`src/rtl/dmem_arbiter.sv`:
```
// dmem_arbiter: shares one single-port synchronous data RAM between the CPU and a
// display-scan reader. The CPU always wins; scan reads are slipped into cycles where
// the CPU is not touching memory.
//
// Ports:
//   clock, reset          - system clock; asynchronous active-low reset
//   cpu_mem_active        - CPU load/store in progress this cycle
//   cpu_wren              - CPU store strobe (qualified by cpu_mem_active)
//   cpu_addr, cpu_wdata   - CPU word address and store data
//   cpu_rdata             - CPU load data (straight from the RAM output)
//   scan_req, scan_addr   - scan read request, held until scan_ack
//   scan_ack              - pulse in the cycle the scan read is issued to RAM
//   scan_rvalid           - scan read data valid (cycle after scan_ack)
//   scan_rdata            - scan read data, held until the next returned word
//   scan_starve           - scan request has waited at least STARVE_LIMIT cycles
//   ram_wEn, ram_addr,
//   ram_dataIn            - RAM write enable, address and write data
//   ram_dataOut           - RAM read data, one cycle after the address
module dmem_arbiter #(
    parameter int unsigned DATA_WIDTH    = 32,
    parameter int unsigned ADDRESS_WIDTH = 12,
    parameter int unsigned STARVE_LIMIT  = 16
) (
    input  logic                     clock,
    input  logic                     reset,
    input  logic                     cpu_mem_active,
    input  logic                     cpu_wren,
    input  logic [ADDRESS_WIDTH-1:0] cpu_addr,
    input  logic [DATA_WIDTH-1:0]    cpu_wdata,
    output logic [DATA_WIDTH-1:0]    cpu_rdata,
    input  logic                     scan_req,
    input  logic [ADDRESS_WIDTH-1:0] scan_addr,
    output logic                     scan_ack,
    output logic                     scan_rvalid,
    output logic [DATA_WIDTH-1:0]    scan_rdata,
    output logic                     scan_starve,
    output logic                     ram_wEn,
    output logic [ADDRESS_WIDTH-1:0] ram_addr,
    output logic [DATA_WIDTH-1:0]    ram_dataIn,
    input  logic [DATA_WIDTH-1:0]    ram_dataOut
);

    typedef enum logic [0:0] {StIdle, StResp} state_e;

    state_e                  state_q, state_d;
    logic [7:0]              wait_cnt_q, wait_cnt_d;
    logic                    starve_q;
    logic [DATA_WIDTH-1:0]   rdata_q;
    logic                    issue;

    // Both states accept a new issue, so a scan read only needs an idle CPU. Gating
    // with reset keeps the RAM and handshake quiet while the block is held in reset.
    assign issue = reset & scan_req & ~cpu_mem_active;

    // State register and datapath registers.
    always_ff @(posedge clock or negedge reset) begin
        if (!reset) begin
            state_q    <= StIdle;
            wait_cnt_q <= 8'd0;
            starve_q   <= 1'b0;
            rdata_q    <= '0;
        end else begin
            state_q    <= state_d;
            wait_cnt_q <= wait_cnt_d;
            // Compare against the next count so the flag always matches the counter.
            starve_q   <= (32'(wait_cnt_d) >= STARVE_LIMIT);
            if (state_q == StResp) begin
                rdata_q <= ram_dataOut;
            end
        end
    end

    // Next-state logic.
    always_comb begin
        state_d = state_q;
        unique case (state_q)
            StIdle:  state_d = issue ? StResp : StIdle;
            StResp:  state_d = issue ? StResp : StIdle;
            default: state_d = StIdle;
        endcase
    end

    // Wait counter: counts blocked request cycles, saturating; a dropped or granted
    // request clears it, so nothing of an abandoned request survives.
    always_comb begin
        wait_cnt_d = 8'd0;
        if (scan_req && !issue) begin
            wait_cnt_d = (wait_cnt_q == 8'hFF) ? wait_cnt_q : wait_cnt_q + 8'd1;
        end
    end

    // Outputs.
    always_comb begin
        scan_ack    = issue;
        scan_rvalid = (state_q == StResp);
        // The RAM word is live in the response cycle; afterwards the captured copy holds.
        scan_rdata  = scan_rvalid ? ram_dataOut : rdata_q;
        scan_starve = starve_q;
        cpu_rdata   = ram_dataOut;
        ram_wEn     = reset & cpu_mem_active & cpu_wren;
        ram_addr    = issue ? scan_addr : cpu_addr;
        ram_dataIn  = cpu_wdata;
    end

endmodule

```
`config.mk`:
```
export PLATFORM = sky130hd
export DESIGN_NAME = dmem_arbiter
export DESIGN_NICKNAME = d
export VERILOG_FILES = /design/src/rtl/dmem_arbiter.sv
export SDC_FILE = /design/constraint.sdc
export NUM_CORES = 1
export LEC_CHECK = 0
export BUFFER_PORTS_ARGS = -buffer_cell sky130_fd_sc_hd__buf_4
export CORE_MARGIN = 2
export CORE_UTILIZATION = 41
export DETAILED_ROUTE_END_ITERATION = 8
export GPL_TIMING_DRIVEN = 0
export PLACE_DENSITY = 0.87
export SLEW_MARGIN = 40
export SYNTH_ARGS = -nofsm -noshare
export SYNTH_HDL_FRONTEND = slang
export SYNTH_SLANG_ARGS = --single-unit
```
`constraint.sdc`:
```
create_clock -name clock -period 3.8 [get_ports clock]
set_input_delay 0.76 -clock clock [delete_from_list [all_inputs] [get_ports clock]]
set_output_delay 0.76 -clock clock [all_outputs]
set_load 0.1 [all_outputs]
```
==> metrics.txt, run 1 <==
minimum hold slack 0.463 ns; Slew Limit Headroom 64.1%; vertical die dimension 78.8 um; core area ~0.0054 sq mm; worst vdd ir 0.299 mV; Worst Tran Pin Value 0.538 ns; number of antenna cells inserted 0; count of buffers inserted at the top-level ports 172; global-route usage over all layers 19.8%; synth top area cells sky130_fd_sc_hd__dfrtp_1 (46%), sky130_fd_sc_hd__buf_4 (21%), sky130_fd_sc_hd__mux2_2 (14%); # rows 27; post-route antenna net violation count 0; per-instance average area after synthesis about 11 sq um; register cell area after layout 0.00105 sq mm; required time of the worst setup path 3.04 ns; Cell Pwr Density 557 mW/mm^2; Worst Setup Slack post-DPL ~0.48 ns; Placement Cell Area 0.00367 sq mm; xor/xnor share of the synthesized area less than 1%; Via Count 2105; Routability Congestion between 0.7 and 0.8; deepest clock path buffer count 2; area share of the largest cell type after synthesis 45.8%; number of synthesized register bits 42; sort of element at the start of the critical path input port; Congestion Overflow GR 0; final worst clock skew 0.00260 ns; synthesized-area fraction occupied by and/or/nand/nor cells 11.0%; Compound-Gate Fraction of Synth Area 3.49%; Worst Hold Class in2async; global-route wire length before repair 9760 um; final total negative setup slack 0 ns; number of sinks driven by the clock tree 42; initial standard-cell utilization of the core a little over two fifths; Vias per Instance around 4.5; adder and majority gate portion of the synthesized area 0.546%; root buffer cell sky130_fd_sc_hd__clkbuf_8; cell area after technology mapping approximately 0.0023 sq mm; number of iterations in the first detailed-routing pass 4; Post-Synthesis Cells between 200 and 250; post-route fraction of the period consumed by the critical path 85.7%; pins over their slew limit 0; residual DRC count 0; horizontal extent of the die 78.8 um; Layout area overhead 64.9%; post-cts repair resize count 0; Layout fillers 423; Crit path arrival time about 2.5 ns; least setup slack across all paths after layout 0.543 ns; Setup Viol. Count Final 0; sequential fraction of the synthesis area 45.8%; largest net degree at the start of global routing 46; Distinct cells, synth 26; CTS tree yes; CTS Hold Buffers Added 0; dominant combinational cell family by area after synthesis buffers and inverters; count of synthesis-stage warnings from yosys 0; post-layout min period 3.26 ns; Detail Placement HPWL 5400 um; critical path start-end classification in2out; max_cap viols 0; kind of end point of the critical path output port; cell type contributing the most total cell area after synthesis sky130_fd_sc_hd__dfrtp_1; total detailed-routing wirelength 6320 um; non-filler instance count after layout 469; result of the run finished clean; number of DRC violations after detailed-routing iteration 0 28; layout cells sized above 1 69.0%; final instance area 0.00378 sq mm; initial antenna violation count 0; Crit Path Max Fanout 45; Total Die Area 0.00621 sq mm; number of placed cells counting well taps approximately 460; hold violation count in the final report 0; net total in the final layout just under 500; source-to-sink clock delay at the later pin of the worst-skew pair 0.28 ns; upper clock frequency limit 307 MHz; clock-pin slew on the worst setup and hold paths 0.07 ns; number of buffers created by CTS 5; footprint of the multi-input gates 732 sq um; vias in the first global route between 2000 and 2500; total nets after synthesis 311; I/O pin count 205; mux share of post-synthesis cell area 16.1%; H-tree lvl count 2; WL per Instance 13.5 um; P_leak ~2.0 nW; setup repair after global routing missed its margin no; setup repair bufs after CTS 0
cells by family after synthesis:
group / Yosys count
XOR/XNOR: 2
multiplexers: 33
buffers and inverters: 72
AO/OA/AOI/OAI: 10
AND/OR/NAND/NOR: 57
flip-flops: 42
adder cells (fa/ha/maj): 1
cells in the final DEF (no fill, tap or decap), types with 2 or more instances in the layout:
| cell | instances |
|---|---|
| sky130_fd_sc_hd__a211oi_1 | 2 |
| sky130_fd_sc_hd__a31oi_1 | 5 |
| sky130_fd_sc_hd__buf_1 | 3 |
| sky130_fd_sc_hd__buf_4 | 236 |
| sky130_fd_sc_hd__clkbuf_1 | 5 |
| sky130_fd_sc_hd__clkbuf_8 | 5 |
| sky130_fd_sc_hd__dfrtp_1 | 42 |
| sky130_fd_sc_hd__inv_1 | 2 |
| sky130_fd_sc_hd__mux2_1 | 3 |
| sky130_fd_sc_hd__mux2_2 | 29 |
| sky130_fd_sc_hd__nand2_1 | 38 |
| sky130_fd_sc_hd__nand3_1 | 2 |
| sky130_fd_sc_hd__nor2_1 | 5 |
| sky130_fd_sc_hd__nor3_1 | 5 |
| sky130_fd_sc_hd__xor2_1 | 2 |
power by group:
group	internal, mW	total (mW)	switching [mW]
logic	0.278	1.24	0.965
clock network	0.197	0.335	0.139
registers	0.512	0.529	0.0168
total	0.987	2.11	1.12
flip-flops by register name, indices dropped and copies added, names as in the netlist:
signal and flops:
rdata_q 32, scan_rvalid 1, scan_starve 1, wait_cnt_q 8
through the flow:
step           total power, mW  utilization (%)
2_1_floorplan             1.53                -
3_3_place_gp              1.77             67.6
3_5_place_dp              1.79             67.6
4_1_cts                   2.13             69.5
5_1_grt                   2.18             69.5
6_report                  2.11             69.5
critical path: stages:
cell and delay, ns:
sky130_fd_sc_hd__buf_4 0.44, sky130_fd_sc_hd__nand3b_1 0.25, sky130_fd_sc_hd__inv_1 0.16, sky130_fd_sc_hd__clkbuf_1 0.39
sky130_fd_sc_hd__nand2_1 0.11, sky130_fd_sc_hd__nand2_1 0.08, sky130_fd_sc_hd__buf_4 0.29
cell type report:
cell class | count | share of cell area [%]
sequential | 42 | 27.8
tap | 72 | 2.38
multi-input combinational | 103 | 19.4
timing repair buffer | 172 | 34.1
buffer | 70 | 13.3
clock inverter | 1 | 0.794
clock buffer | 7 | 2.02
inverter | 2 | 0.199
worst paths after layout:
| path | startpoint | to | slack [ns] | cells past startpoint |
|---|---|---|---|---|
| worst max-delay path | reset | ram_addr[2] | 0.54 | 7 |
| worst min-delay path | reset | rdata_q[19] | 0.46 | 1 |
| worst max register to register | wait_cnt_q[0] | scan_starve | 2.07 | 5 |
| worst min register to register | rdata_q[4] | rdata_q[4] | 0.49 | 1 |
| max in group asynchronous | reset | rdata_q[22] | 2.97 | 1 |
| min in group clock | rdata_q[4] | rdata_q[4] | 0.49 | 1 |
cell usage after synthesis:
cell type / count
sky130_fd_sc_hd__nand3b_1: 1
sky130_fd_sc_hd__dfrtp_1: 42
sky130_fd_sc_hd__a211oi_1: 2
sky130_fd_sc_hd__nor2_1: 5
sky130_fd_sc_hd__mux2_2: 29
sky130_fd_sc_hd__o31ai_1: 1
sky130_fd_sc_hd__xor2_1: 2
sky130_fd_sc_hd__o211a_1: 1
sky130_fd_sc_hd__nand2_1: 38
sky130_fd_sc_hd__buf_1: 3
sky130_fd_sc_hd__mux2_1: 3
sky130_fd_sc_hd__nor3_1: 5
sky130_fd_sc_hd__nand3_1: 2
sky130_fd_sc_hd__and3_1: 1
sky130_fd_sc_hd__and3_4: 1
sky130_fd_sc_hd__o21ai_4: 1
sky130_fd_sc_hd__clkbuf_1: 3
sky130_fd_sc_hd__nor2b_1: 1
sky130_fd_sc_hd__inv_1: 2
sky130_fd_sc_hd__a31oi_1: 5
sky130_fd_sc_hd__ha_1: 1
sky130_fd_sc_hd__and3_2: 1
sky130_fd_sc_hd__mux2i_1: 1
sky130_fd_sc_hd__or4_1: 1
sky130_fd_sc_hd__and4_1: 1
sky130_fd_sc_hd__buf_4: 64
routing by layer:
metal	wire [um]	track usage [%]	up-vias	share of wire, %
met1	2160	20.7	968	34
met3	615	5.11	10	9.7
li1	-	-	1007	-
met4	128	7.54	0	2.0
met5	0	0	-	0
met2	3420	37.5	120	54
(Power assumes the default switching activity.)
==> inputs of run 2 (changes only) <==
- GPL_TIMING_DRIVEN: 0 -> 1
==> metrics.txt, run 2 (same netlist as run 1, synthesis figures left out) <==
cell chain of the critical path buf_4, nand3b_1, inv_1, nand2_1, nand2_1, buf_4 (was buf_4, nand3b_1, inv_1, clkbuf_1, nand2_1, nand2_1, buf_4); hold violation count in the final report 0 (unchanged); number of buffers created by CTS 5 (unchanged); source-to-sink clock delay at the later pin of the worst-skew pair 0.29 ns (was 0.28 ns); setup repair bufs after CTS 0 (unchanged); layout cells sized above 1 61.3% (was 69.0%); post-layout min period 2.95 ns (was 3.26 ns); top flop regs rdata_q x32, wait_cnt_q x8 (unchanged); Worst Hold Class reg2reg (was in2async); Via Count 1736 (was 2105); Vias per Instance 4.70 (was 4.49); Worst Tran Pin Value 0.540 ns (was 0.538 ns); setup repair after global routing missed its margin no (unchanged); number of iterations in the first detailed-routing pass 4 (unchanged); library cell contributing the largest single delay on the critical path sky130_fd_sc_hd__inv_1 (was sky130_fd_sc_hd__buf_4); global-route usage over all layers 17.9% (was 19.8%); Pwr Total 1.98 mW (was 2.11 mW); share of power burned in combinational logic 52.1% (was 59.0%); Detail Placement HPWL 4580 um (was 5400 um); Cell Pwr Density 641 mW/mm^2 (was 557 mW/mm^2); critical register-to-register path startpoint wait_cnt_q[0] (unchanged); slack of the worst reg-to-reg path 2.06 ns (was 2.07 ns); number of antenna cells inserted 0 (unchanged); non-filler instance count after layout 369 (was 469); Placement Cell Area 0.00295 sq mm (was 0.00367 sq mm); final total negative setup slack 0 ns (unchanged); largest net degree at the start of global routing 45 (was 46); Layout area overhead 34.5% (was 64.9%); Worst Setup Slack post-DPL 0.831 ns (was 0.476 ns); minimum hold slack 0.499 ns (was 0.463 ns); core area 0.00544 sq mm (unchanged); final instance area 0.00308 sq mm (was 0.00378 sq mm); Sw Share 49.9% (was 53.2%); largest stage delay on the critical path 0.42 ns (was 0.44 ns); Slew Limit Headroom 64.0% (was 64.1%); initial standard-cell utilization of the core 42.2% (unchanged); post-route antenna net violation count 0 (unchanged); vertical die dimension 78.8 um (unchanged); post-route fraction of the period consumed by the critical path 77.6% (was 85.7%); count of buffers inserted at the top-level ports 140 (was 172); post-cts repair resize count 0 (unchanged); CTS tree yes (unchanged); final worst clock skew 0.00464 ns (was 0.00260 ns); worst vdd ir 0.294 mV (was 0.299 mV); P_leak 1.59 nW (was 2.03 nW); sequential share of power 26.8% (was 25.1%); Congestion Overflow GR 0 (unchanged); number of sinks driven by the clock tree 42 (unchanged); upper clock frequency limit 339 MHz (was 307 MHz); number of cells on the worst reg-to-reg path 5 (unchanged); root buffer cell sky130_fd_sc_hd__clkbuf_8 (unchanged); global-route wire length before repair 8630 um (was 9760 um); residual DRC count 0 (unchanged); least setup slack across all paths after layout 0.852 ns (was 0.543 ns); Crit path arrival time 2.19 ns (was 2.50 ns); H-tree lvl count 2 (unchanged); clock share of power 21.0% (was 15.9%); Util after Layout 56.7% (was 69.5%); WL per Instance 15.3 um (was 13.5 um); Routability Congestion 0.913 (was 0.767); most common cell after layout, fill and taps aside sky130_fd_sc_hd__buf_4 (unchanged); Layout fillers 483 (was 423); sort of element at the start of the critical path input port (unchanged); Crit Path Max Fanout 14 (was 45); number of placed cells counting well taps 361 (was 461); deepest clock path buffer count 2 (unchanged); number of DRC violations after detailed-routing iteration 0 50 (was 28); Total Die Area 0.00621 sq mm (unchanged); CTS Hold Buffers Added 0 (unchanged); total net switching power 0.986 mW (was 1.12 mW); result of the run finished clean (unchanged); pins over their slew limit 0 (unchanged); # rows 27 (unchanged); kind of end point of the critical path output port (unchanged); I/O pin count 205 (unchanged); max_cap viols 0 (unchanged); critical path start-end classification in2out (unchanged); Setup Viol. Count Final 0 (unchanged); most used cells in the layout excluding fill and tap cells sky130_fd_sc_hd__buf_4 (142), sky130_fd_sc_hd__dfrtp_1 (42), sky130_fd_sc_hd__nand2_1 (38) (was sky130_fd_sc_hd__buf_4 (236), sky130_fd_sc_hd__dfrtp_1 (42), sky130_fd_sc_hd__nand2_1 (38)); clock-pin slew on the worst setup and hold paths 0.08 ns (was 0.07 ns); FF-to-FF End scan_starve (unchanged); Internal 0.991 mW (was 0.987 mW); largest reg by FF count rdata_q (unchanged); vias in the first global route 1721 (was 2156); total detailed-routing wirelength 5640 um (was 6320 um); required time of the worst setup path 3.04 ns (about the same); net total in the final layout 390 (was 490); initial antenna violation count 0 (unchanged); flip-flop count of the largest register after layout 32 (unchanged); horizontal extent of the die 78.8 um (unchanged); Crit. Startpoint cpu_mem_active (was reset); worst setup path endpoint ram_addr[1] (was ram_addr[2])
run 2: cell types whose count changed in the layout (fill, tap and decap cells not counted):
| cell | change |
|---|---|
| sky130_fd_sc_hd__buf_1 | -3 |
| sky130_fd_sc_hd__buf_4 | -94 |
| sky130_fd_sc_hd__bufinv_16 | +1 |
| sky130_fd_sc_hd__clkbuf_1 | -5 |
| sky130_fd_sc_hd__clkinv_4 | +1 |
run 2: worst min-delay path by stage:
| stage | startpoint | endpoint | slack, ns | cells past startpoint |
|---|---|---|---|---|
| floorplan | reset | rdata_q[0] | 0.46 | 0 |
| global placement | rdata_q[4] | rdata_q[4] | 0.47 | 1 |
| detailed placement | rdata_q[4] | rdata_q[4] | 0.47 | 1 |
| CTS | rdata_q[6] | rdata_q[6] | 0.50 | 1 |
| global route | rdata_q[20] | rdata_q[20] | 0.52 | 1 |
| finish | rdata_q[20] | rdata_q[20] | 0.50 | 1 |
run 2: power groups by stage:
stage,Clock (mW),Sequential (mW),Combinational [mW]
2_1_floorplan,0,0.536,0.996
3_3_place_gp,0,0.535,1.03
3_5_place_dp,0,0.540,1.04
4_1_cts,0.428,0.531,1.04
5_1_grt,0.446,0.538,1.06
6_report,0.416,0.530,1.03
run 2: per-layer routing:
metal | up-vias | share of wire [%] | global-route usage (%) | wire length, um
met5 | - | 0 | 0 | 0
met4 | 0 | 1.6 | 7.19 | 91
met3 | 14 | 9.7 | 5.00 | 549
met2 | 113 | 53 | 32.2 | 3000
met1 | 801 | 35 | 20.0 | 1990
li1 | 808 | - | - | -
run 2: critical path, delay by kind of cell:
kind          cells  cell delay (ns)
simple gates      3             0.59
buf+inv           3             0.82
run 2: layout make-up:
class,count,area [sq um],share of cell area [%]
Multi-Input combinational cell,103,732,23.7
Clock inverter,3,68.8,2.23
Sequential cell,42,1050,34.1
Tap cell,72,90.1,2.92
Inverter,2,7.51,0.243
Timing Repair Buffer,142,1070,34.6
Clock buffer,5,68.8,2.23
